===== src/rtl/grf_wb_issuer.sv =====
// Register-file writeback issuer: merges a fire-and-forget pipeline source with a
// queued multi-cycle-unit source onto one registered GRF write port.
module grf_wb_issuer #(
    parameter int DEPTH = 4
) (
    input  logic        clk,
    input  logic        reset,
    input  logic        s0_valid,
    input  logic [4:0]  s0_addr,
    input  logic [31:0] s0_data,
    input  logic [31:0] s0_pc,
    input  logic        s1_valid,
    output logic        s1_ready,
    input  logic [4:0]  s1_addr,
    input  logic [31:0] s1_data,
    input  logic [31:0] s1_pc,
    output logic        grf_we,
    output logic [4:0]  grf_a3,
    output logic [31:0] grf_wd,
    output logic [31:0] grf_pc,
    input  logic [4:0]  q_addr,
    output logic        q_busy,
    output logic [31:0] issued_cnt
);

    localparam int PTR_W = (DEPTH > 1) ? $clog2(DEPTH) : 1;
    localparam int CNT_W = PTR_W + 1;

    logic [4:0]       fifo_addr_q [DEPTH];
    logic [31:0]      fifo_data_q [DEPTH];
    logic [31:0]      fifo_pc_q   [DEPTH];
    logic [PTR_W-1:0] wr_ptr_q, wr_ptr_d;
    logic [PTR_W-1:0] rd_ptr_q, rd_ptr_d;
    logic [CNT_W-1:0] count_q, count_d;

    logic             grf_we_q, grf_we_d;
    logic [4:0]       grf_a3_q, grf_a3_d;
    logic [31:0]      grf_wd_q, grf_wd_d;
    logic [31:0]      grf_pc_q, grf_pc_d;
    logic [31:0]      issued_q, issued_d;

    logic             push;
    logic             pop;
    logic [PTR_W-1:0] scan_idx;

    // Ready looks only at the registered count, so a full queue refuses even when popping.
    assign s1_ready = (count_q < CNT_W'(DEPTH));

    always_comb begin
        push     = s1_valid && s1_ready;
        pop      = !s0_valid && (count_q != '0);
        grf_we_d = 1'b0;
        grf_a3_d = grf_a3_q;
        grf_wd_d = grf_wd_q;
        grf_pc_d = grf_pc_q;
        wr_ptr_d = wr_ptr_q;
        rd_ptr_d = rd_ptr_q;
        count_d  = count_q;

        if (s0_valid) begin
            grf_we_d = (s0_addr != 5'd0);
            grf_a3_d = s0_addr;
            grf_wd_d = s0_data;
            grf_pc_d = s0_pc;
        end else if (pop) begin
            grf_we_d = (fifo_addr_q[rd_ptr_q] != 5'd0);
            grf_a3_d = fifo_addr_q[rd_ptr_q];
            grf_wd_d = fifo_data_q[rd_ptr_q];
            grf_pc_d = fifo_pc_q[rd_ptr_q];
        end

        if (push) begin
            wr_ptr_d = wr_ptr_q + 1'b1;
        end
        if (pop) begin
            rd_ptr_d = rd_ptr_q + 1'b1;
        end
        if (push && !pop) begin
            count_d = count_q + 1'b1;
        end else if (pop && !push) begin
            count_d = count_q - 1'b1;
        end

        issued_d = grf_we_d ? (issued_q + 32'd1) : issued_q;
    end

    // Hazard query: scan only the occupied slots, starting at the head.
    always_comb begin
        q_busy   = 1'b0;
        scan_idx = '0;
        for (int i = 0; i < DEPTH; i++) begin
            scan_idx = rd_ptr_q + PTR_W'(i);
            if ((CNT_W'(i) < count_q) && (fifo_addr_q[scan_idx] == q_addr)) begin
                q_busy = 1'b1;
            end
        end
        if (grf_we_q && (grf_a3_q == q_addr)) begin
            q_busy = 1'b1;
        end
        if (q_addr == 5'd0) begin
            q_busy = 1'b0;
        end
    end

    always_ff @(posedge clk) begin
        if (reset) begin
            wr_ptr_q <= '0;
            rd_ptr_q <= '0;
            count_q  <= '0;
            grf_we_q <= 1'b0;
            grf_a3_q <= 5'd0;
            grf_wd_q <= 32'd0;
            grf_pc_q <= 32'd0;
            issued_q <= 32'd0;
        end else begin
            wr_ptr_q <= wr_ptr_d;
            rd_ptr_q <= rd_ptr_d;
            count_q  <= count_d;
            grf_we_q <= grf_we_d;
            grf_a3_q <= grf_a3_d;
            grf_wd_q <= grf_wd_d;
            grf_pc_q <= grf_pc_d;
            issued_q <= issued_d;
        end
    end

    // Storage needs no reset; occupancy is tracked entirely by the pointers and count.
    always_ff @(posedge clk) begin
        if (!reset && push) begin
            fifo_addr_q[wr_ptr_q] <= s1_addr;
            fifo_data_q[wr_ptr_q] <= s1_data;
            fifo_pc_q[wr_ptr_q]   <= s1_pc;
        end
    end

    assign grf_we     = grf_we_q;
    assign grf_a3     = grf_a3_q;
    assign grf_wd     = grf_wd_q;
    assign grf_pc     = grf_pc_q;
    assign issued_cnt = issued_q;

endmodule


===== config.mk =====
export PLATFORM = sky130hd
export DESIGN_NAME = grf_wb_issuer
export DESIGN_NICKNAME = d
export VERILOG_FILES = /design/src/rtl/grf_wb_issuer.sv
export SDC_FILE = /design/constraint.sdc
export NUM_CORES = 1
export LEC_CHECK = 0
export BUFFER_PORTS_ARGS = -buffer_cell sky130_fd_sc_hd__buf_2
export CAP_MARGIN = 20
export CORE_MARGIN = 4
export CORE_UTILIZATION = 30
export DETAILED_ROUTE_END_ITERATION = 10
export GPL_ROUTABILITY_DRIVEN = 0
export SLEW_MARGIN = 20
export SYNTH_ARGS = -nofsm -noshare
export SYNTH_HDL_FRONTEND = slang
export SYNTH_SLANG_ARGS = --single-unit

===== constraint.sdc =====
create_clock -name clk -period 4.95 [get_ports clk]
set_input_delay 0.2475 -clock clk [delete_from_list [all_inputs] [get_ports clk]]
set_output_delay 0.2475 -clock clk [all_outputs]
set_load 0.01 [all_outputs]

==> results of run 1 <==
cells in the mapped netlist:
| cell type | instances |
|---|---|
| o21ai_1 | 1 |
| nor4_2 | 1 |
| nand4_1 | 22 |
| buf_1 | 9 |
| ha_1 | 10 |
| o2111ai_1 | 1 |
| nor4_1 | 2 |
| xnor2_1 | 17 |
| and4_1 | 3 |
| nor2b_1 | 5 |
| nor2_1 | 180 |
| nor3_1 | 5 |
| buf_6 | 1 |
| and3_1 | 10 |
| dfxtp_1 | 111 |
| nand3_1 | 9 |
| buf_2 | 9 |
| and2_1 | 7 |
| a41o_1 | 1 |
| nand2b_1 | 1 |
| or4_1 | 2 |
| a21oi_1 | 79 |
| and3_4 | 1 |
| or3_1 | 4 |
| inv_1 | 8 |
| a31oi_1 | 1 |
| a311oi_1 | 3 |
| o221ai_2 | 1 |
| nand2_1 | 8 |
| xor2_1 | 38 |
| o21ai_0 | 4 |
| edfxtp_1 | 276 |
| mux2i_1 | 71 |
| mux2_1 | 2 |
| mux4_2 | 84 |
| clkbuf_1 | 48 |
how the worst max path moves through the flow:
stage                     startpoint                 to  slack [ns]
after floorplan           count_q[2]  fifo_addr_q[0][0]        2.04
after global placement      register     issued_cnt[30]        1.82
after detailed placement    register     issued_cnt[30]        1.79
after CTS                   register             q_busy        1.48
after global routing        register             q_busy        1.34
final                       register             q_busy        1.63
report_power, final:
group	total (uW)	internal (uW)	switching, uW
clock	3220	1920	1300
sequential	4050	3790	263
combinational	2380	1190	1190
total	9660	6900	2760
layout make-up:
class                           instances  area, um^2
Fill cell                            4779       31000
Timing Repair Buffer                  398        2710
Inverter                                8        30.0
Clock buffer                           60        1270
Tap cell                              680         851
Clock inverter                         22         179
Antenna cell                            5        12.5
Sequential cell                       387       10500
Multi-Input combinational cell        573        4900
per-stage QoR:
stage	total power (uW)	cells	hold WS [ns]	instance area (um^2)	setup WS, ns
6_report	9660	2133	0.189	20500	1.63
5_1_grt	10200	2130	0.181	20500	1.34
4_1_cts	9830	2128	0.162	20500	1.48
3_5_place_dp	6460	1908	0.466	17600	1.79
3_3_place_gp	6420	1908	0.458	17600	1.82
2_1_floorplan	5800	1035	0.346	15700	2.04
logic make-up (layout without fill, tap and decap cells):
group	count (synthesis)	after routing	synth area share
other	0	5	0
AND/OR/NAND/NOR	260	260	0.0739
buffers and inverters	75	488	0.0191
adder cells (fa/ha/maj)	10	10	0.00798
XOR/XNOR	55	55	0.0307
multiplexers	157	157	0.167
AO/OA/AOI/OAI	91	91	0.0310
flip-flops	387	387	0.670
placed cells by master (no fill, tap or decap), drive strengths merged, types with 16 or more instances in the layout:
cell / netlist / routed
edfxtp: 276 / 276
buf: 19 / 260
nor2: 180 / 180
dlygate4sd3: 0 / 138
dfxtp: 111 / 111
mux4: 84 / 84
a21oi: 79 / 79
mux2i: 71 / 71
clkbuf: 48 / 60
xor2: 38 / 38
nand4: 22 / 22
xnor2: 17 / 17
inv: 8 / 16
state kept, by name, indices dropped and copies added (netlist names), 3 cells and up, named ones only:
register     cells
count_q          3
fifo_addr_q     20
fifo_data_q    128
fifo_pc_q      128
grf_a3           5
grf_pc          32
grf_wd          32
issued_cnt      32
worst register-to-register path: stages, from the launching register on:
cell and delay [ns]:
dfxtp_4 0.89, mux4_2 0.68, nor4_2 0.34, o221ai_2 0.15, buf_4 0.27, and3_4 0.23
nand4_1 0.09, mux2_1 0.32
routing by layer:
metal,vias to the layer above,global-route usage
met1,4927,0.183
met5,-,0
met2,293,0.218
met4,4,0.0356
li1,4674,-
met3,69,0.0353
==> results.ini, run 1 <==
[sta]
slew_headroom = 0.383
finalHoldViolCount = 0
fmax_ghz = 0.301
min_period_ns = 3.32
period_share = 0.671
drv_slew = 0
finClkSkew_ns = 0.0166
finalSetupViolCount = 0
fin_tns_setup_ns = 0
rsz0062_at_grt = no
max_slew.worst_pin.slew_ns = 0.924

[critical_path]
crit_arrival_ns = 3.07
crit_required_ns = 4.70
crit_cells = 7
max_stage_delay_ns = 0.89
path_delay_family = flip-flops
crit_type = reg -> out
crit_fanout = 37
crit_slowest_cell = dfxtp_4
timing.rr.end = issued_cnt[30]
worstRegToRegCells = 7
cp-end-kind = primary output
r2r_slack_ns = 1.87
worstPathCellList = mux4_2, xnor2_1, nand4_1, a311oi_1, a31oi_1, a21oi_1, buf_2
startpoint_type = register
critPathBufInv = 1

[routing]
num_vias = 9967
routed_wl_um = 38600
first_iter_violations = 664
wl_met2_um = 18100
ant_nets = 0
firstDrtPassIters = 7
drc = 0
routed.top_layer = met5
wl_met1_um = 17200
routed_via_density = 4.67
wl_met3_um = 2370
avgRoutedWirePerCell_um = 18.1

[cts]
cts_setup_buffers = 0
cts_tree = yes
root_buffer = clkbuf_16
ctsResizeCount = 0
cts_max_level = 2
clock-sinks = 387
clk_pin_slew_ns = 0.05
insertion_delay_ns = 0.55
hold_buffers = 138
clk_path_buf_depth = 3
cts_buffers = 44

[global_route]
grt_use_total = 0.135
grt_max_degree = 81
grt_antenna_before_repair = 5
grt_pass1_wl_um = 59900
gr-total-overflow = 0
grt_pass1_vias = 10300

[logic_synthesis]
syn_nets = 1192
netlist_area_um2 = 15700
ys_ff_latch = 387
synth_top_area_cell = edfxtp_1
ys_seq_area_frac = 0.670
yosys_warnings = 0
synthTopCellsByArea = edfxtp_1 53%, dfxtp_1 14%, mux4_2 12%
yosys.area.top_type_share = 0.528
yosys.cell_types.count = 36
syn_inst = 1035
synth_area_per_cell_um2 = 15.2

[cells_and_area]
area_growth_syn_to_layout_pct = 30.5
final_util = 0.397
final_nets = 1569
drive_gt1_frac = 0.294

[floorplanning]
die_width_um = 237
die_h_um = 237
die-area_um2 = 56000
io_pins = 251
fp-row-count = 83
core_um2 = 51500
start_util = 0.305

[power]
power_density_nw_per_um2 = 472
leakagePower_uw = 0.00760
ir_drop_uv = 274

[hold_path]
worstHoldEndpoint = issued_cnt[18]
hp-start = reset
hold_path.class = in -> reg
hold_depth = 2

[place]
dpl.hpwl_um = 23700
io_buffers = 250

[run]
drv_cap = 0

[run_status]
outcome = finished, final reports clean

(Power assumes the default switching activity.)
==> run 2: changes to the inputs <==
==> constraint.sdc (replaced) <==
create_clock -name clk -period 3.2 [get_ports clk]
set_input_delay 0.16 -clock clk [delete_from_list [all_inputs] [get_ports clk]]
set_output_delay 0.16 -clock clk [all_outputs]
set_load 0.01 [all_outputs]
==> run 2 against run 1 <==
  * Clock power increased by 57%
  * Critical path depth decreased by 1
  * Via count increased by 0.53%
  * Count of clock-buffer cells in the layout increased by 5
==> results.ini, run 2 (synthesized netlist as in run 1, its figures left out) <==
[cts]
insertion_delay_ns = 0.56  ; about the same
clock-sinks = 387  ; unchanged
clk_pin_slew_ns = 0.06  ; about the same
cts_max_level = 2  ; unchanged
cts_buffers = 44  ; unchanged
clk_path_buf_depth = 3  ; unchanged
root_buffer = clkbuf_16
cts_tree = yes

[cells_and_area]
drive_gt1_frac = 0.298  ; +0.00423
area_growth_syn_to_layout_pct = 31.8
layout_common_cells = 276 x edfxtp_1, 248 x buf_2, 180 x nor2_1, 138 x dlygate4sd3_1, 109 x dfxtp_1
final_area_um2 = 20700  ; +0.98%
final_nets = 1582  ; +0.83%
reg_top3 = fifo_data_q x128, fifo_pc_q x128
layout_commonest_cell = edfxtp_1
nFillCells = 4756  ; -0.48%

[sta]
max_slew.worst_pin.slew_ns = 0.880  ; -0.0442 ns
rsz0062_at_grt = no
slew_headroom = 0.413  ; +0.0303
period_share = 0.924
fmax_ghz = 0.338
min_period_ns = 2.96
finalHoldViolCount = 0  ; unchanged
fin_tns_setup_ns = 0  ; unchanged
finClkSkew_ns = 0.00985  ; -0.00671 ns
drv_slew = 0  ; unchanged
finalSetupViolCount = 0  ; unchanged

[routing]
routed_wl_um = 39000  ; +1.2%
drc = 0  ; unchanged
firstDrtPassIters = 5  ; -2
routed_via_density = 4.67  ; about the same
first_iter_violations = 510  ; -23%
avgRoutedWirePerCell_um = 18.2  ; +0.66%
num_vias = 10000  ; +0.53%
ant_nets = 0  ; unchanged

[run_status]
outcome = finished, final reports clean

[critical_path]
timing.rr.start = count_q[0]
crit_arrival_ns = 2.80  ; -0.27 ns
crit_fanout = 11  ; -70%
startpoint = rd_ptr_q[1]
crit_required_ns = 3.04  ; -1.66 ns
cp-end-kind = primary output
crit_type = reg -> out
startpoint_type = register

[global_route]
grt_max_degree = 70  ; -14%
grt_pass1_wl_um = 60000  ; +0.32%
grt_pass1_vias = 10100  ; -1.4%
gr-total-overflow = 0  ; unchanged
grt_use_total = 0.136  ; +0.00128
grt_antenna_before_repair = 2  ; -3

[run]
drv_cap = 0  ; unchanged

[place]
placed_area_um2 = 17800  ; +1.1%
io_buffers = 250  ; unchanged
dpl.hpwl_um = 24300  ; +2.8%

[power]
power_density_nw_per_um2 = 731  ; +55%
ir_drop_uv = 702  ; +160%
leakagePower_uw = 0.00769  ; +1.1%

[floorplanning]
start_util = 0.305  ; unchanged
die-area_um2 = 56000  ; unchanged
die_width_um = 237  ; unchanged
die_h_um = 237  ; unchanged
fp-row-count = 83  ; unchanged
io_pins = 251  ; unchanged
core_um2 = 51500  ; unchanged

[hold_path]
hp-start = s0_valid
hold_path.class = in -> reg

[run 2: cell types whose count changed in the layout (fill, tap and decap cells not counted), sizes merged]
cell and delta:
diode -2, inv -5, clkbuf +5, buf +13, clkinvlp +1, clkinv -1
[run 2: path summary, 6_finish.rpt]
path	endpoint	slack (ns)	cells after the start
min	grf_a3[4]	0.12	3
min reg2reg	issued_cnt[31]	0.49	2
max reg2reg	issued_cnt[25]	0.72	8
max	q_busy	0.24	6
[run 2: what timing repair did]
action	4_1_cts	5_1_grt
hold buffers	138	0
buffers inserted	0	0
gates resized for setup	0	0
endpoints found under the hold margin	345	0
[run 2: layer usage]
| layer | global-route usage | wire length (um) | up-vias | part of all wire |
|---|---|---|---|---|
| met5 | 0 | 0 | - | 0 |
| met4 | 0.0393 | 872 | 0 | 0.022 |
| met3 | 0.0339 | 2300 | 64 | 0.059 |
| met2 | 0.216 | 18000 | 266 | 0.46 |
| met1 | 0.188 | 17900 | 4991 | 0.46 |
| li1 | - | - | 4699 | - |
[run 2: metrics by stage]
stage / utilization / instances / power, uW / hold WS (ns) / worst slack [ns]
after floorplan: - / 1035 / 8970 / 0.259 / 0.286
after global placement: 0.346 / 1921 / 10100 / 0.371 / 0.798
after detailed placement: 0.346 / 1921 / 10100 / 0.381 / 0.745
after CTS: 0.401 / 2141 / 15400 / 0.0580 / 0.210
after global routing: 0.401 / 2141 / 15900 / 0.0937 / 0.109
final: 0.401 / 2144 / 15100 / 0.118 / 0.243
[run 2: critical path, cell delays in order, from the launching register on]
cell	delay (ns)
dfxtp_1	0.68
mux4_2	0.60
xor2_1	0.16
nor4_1	0.27
a311oi_1	0.14
a21oi_1	0.22
buf_2	0.17
[run 2: layout make-up]
cell class              instances  area [um^2]  share of cell area
inverters                       8         30.0             0.00145
clock buffers                  65         1300              0.0630
clock inverters                17          159             0.00769
repair buffers                411         2910               0.141
multi-input cells             573         4900               0.237
flip-flops and latches        387        10500               0.509
diodes                          3         7.51            0.000363
well taps                     680          851              0.0412
[run 2: power by group]
group          total, uW  leakage (uW)  switching (uW)  internal (uW)
sequential          6110       0.00342             247           5860
clock               5040      0.000721            2040           3000
combinational       3960       0.00355            2040           1930
total              15100       0.00769            4320          10800
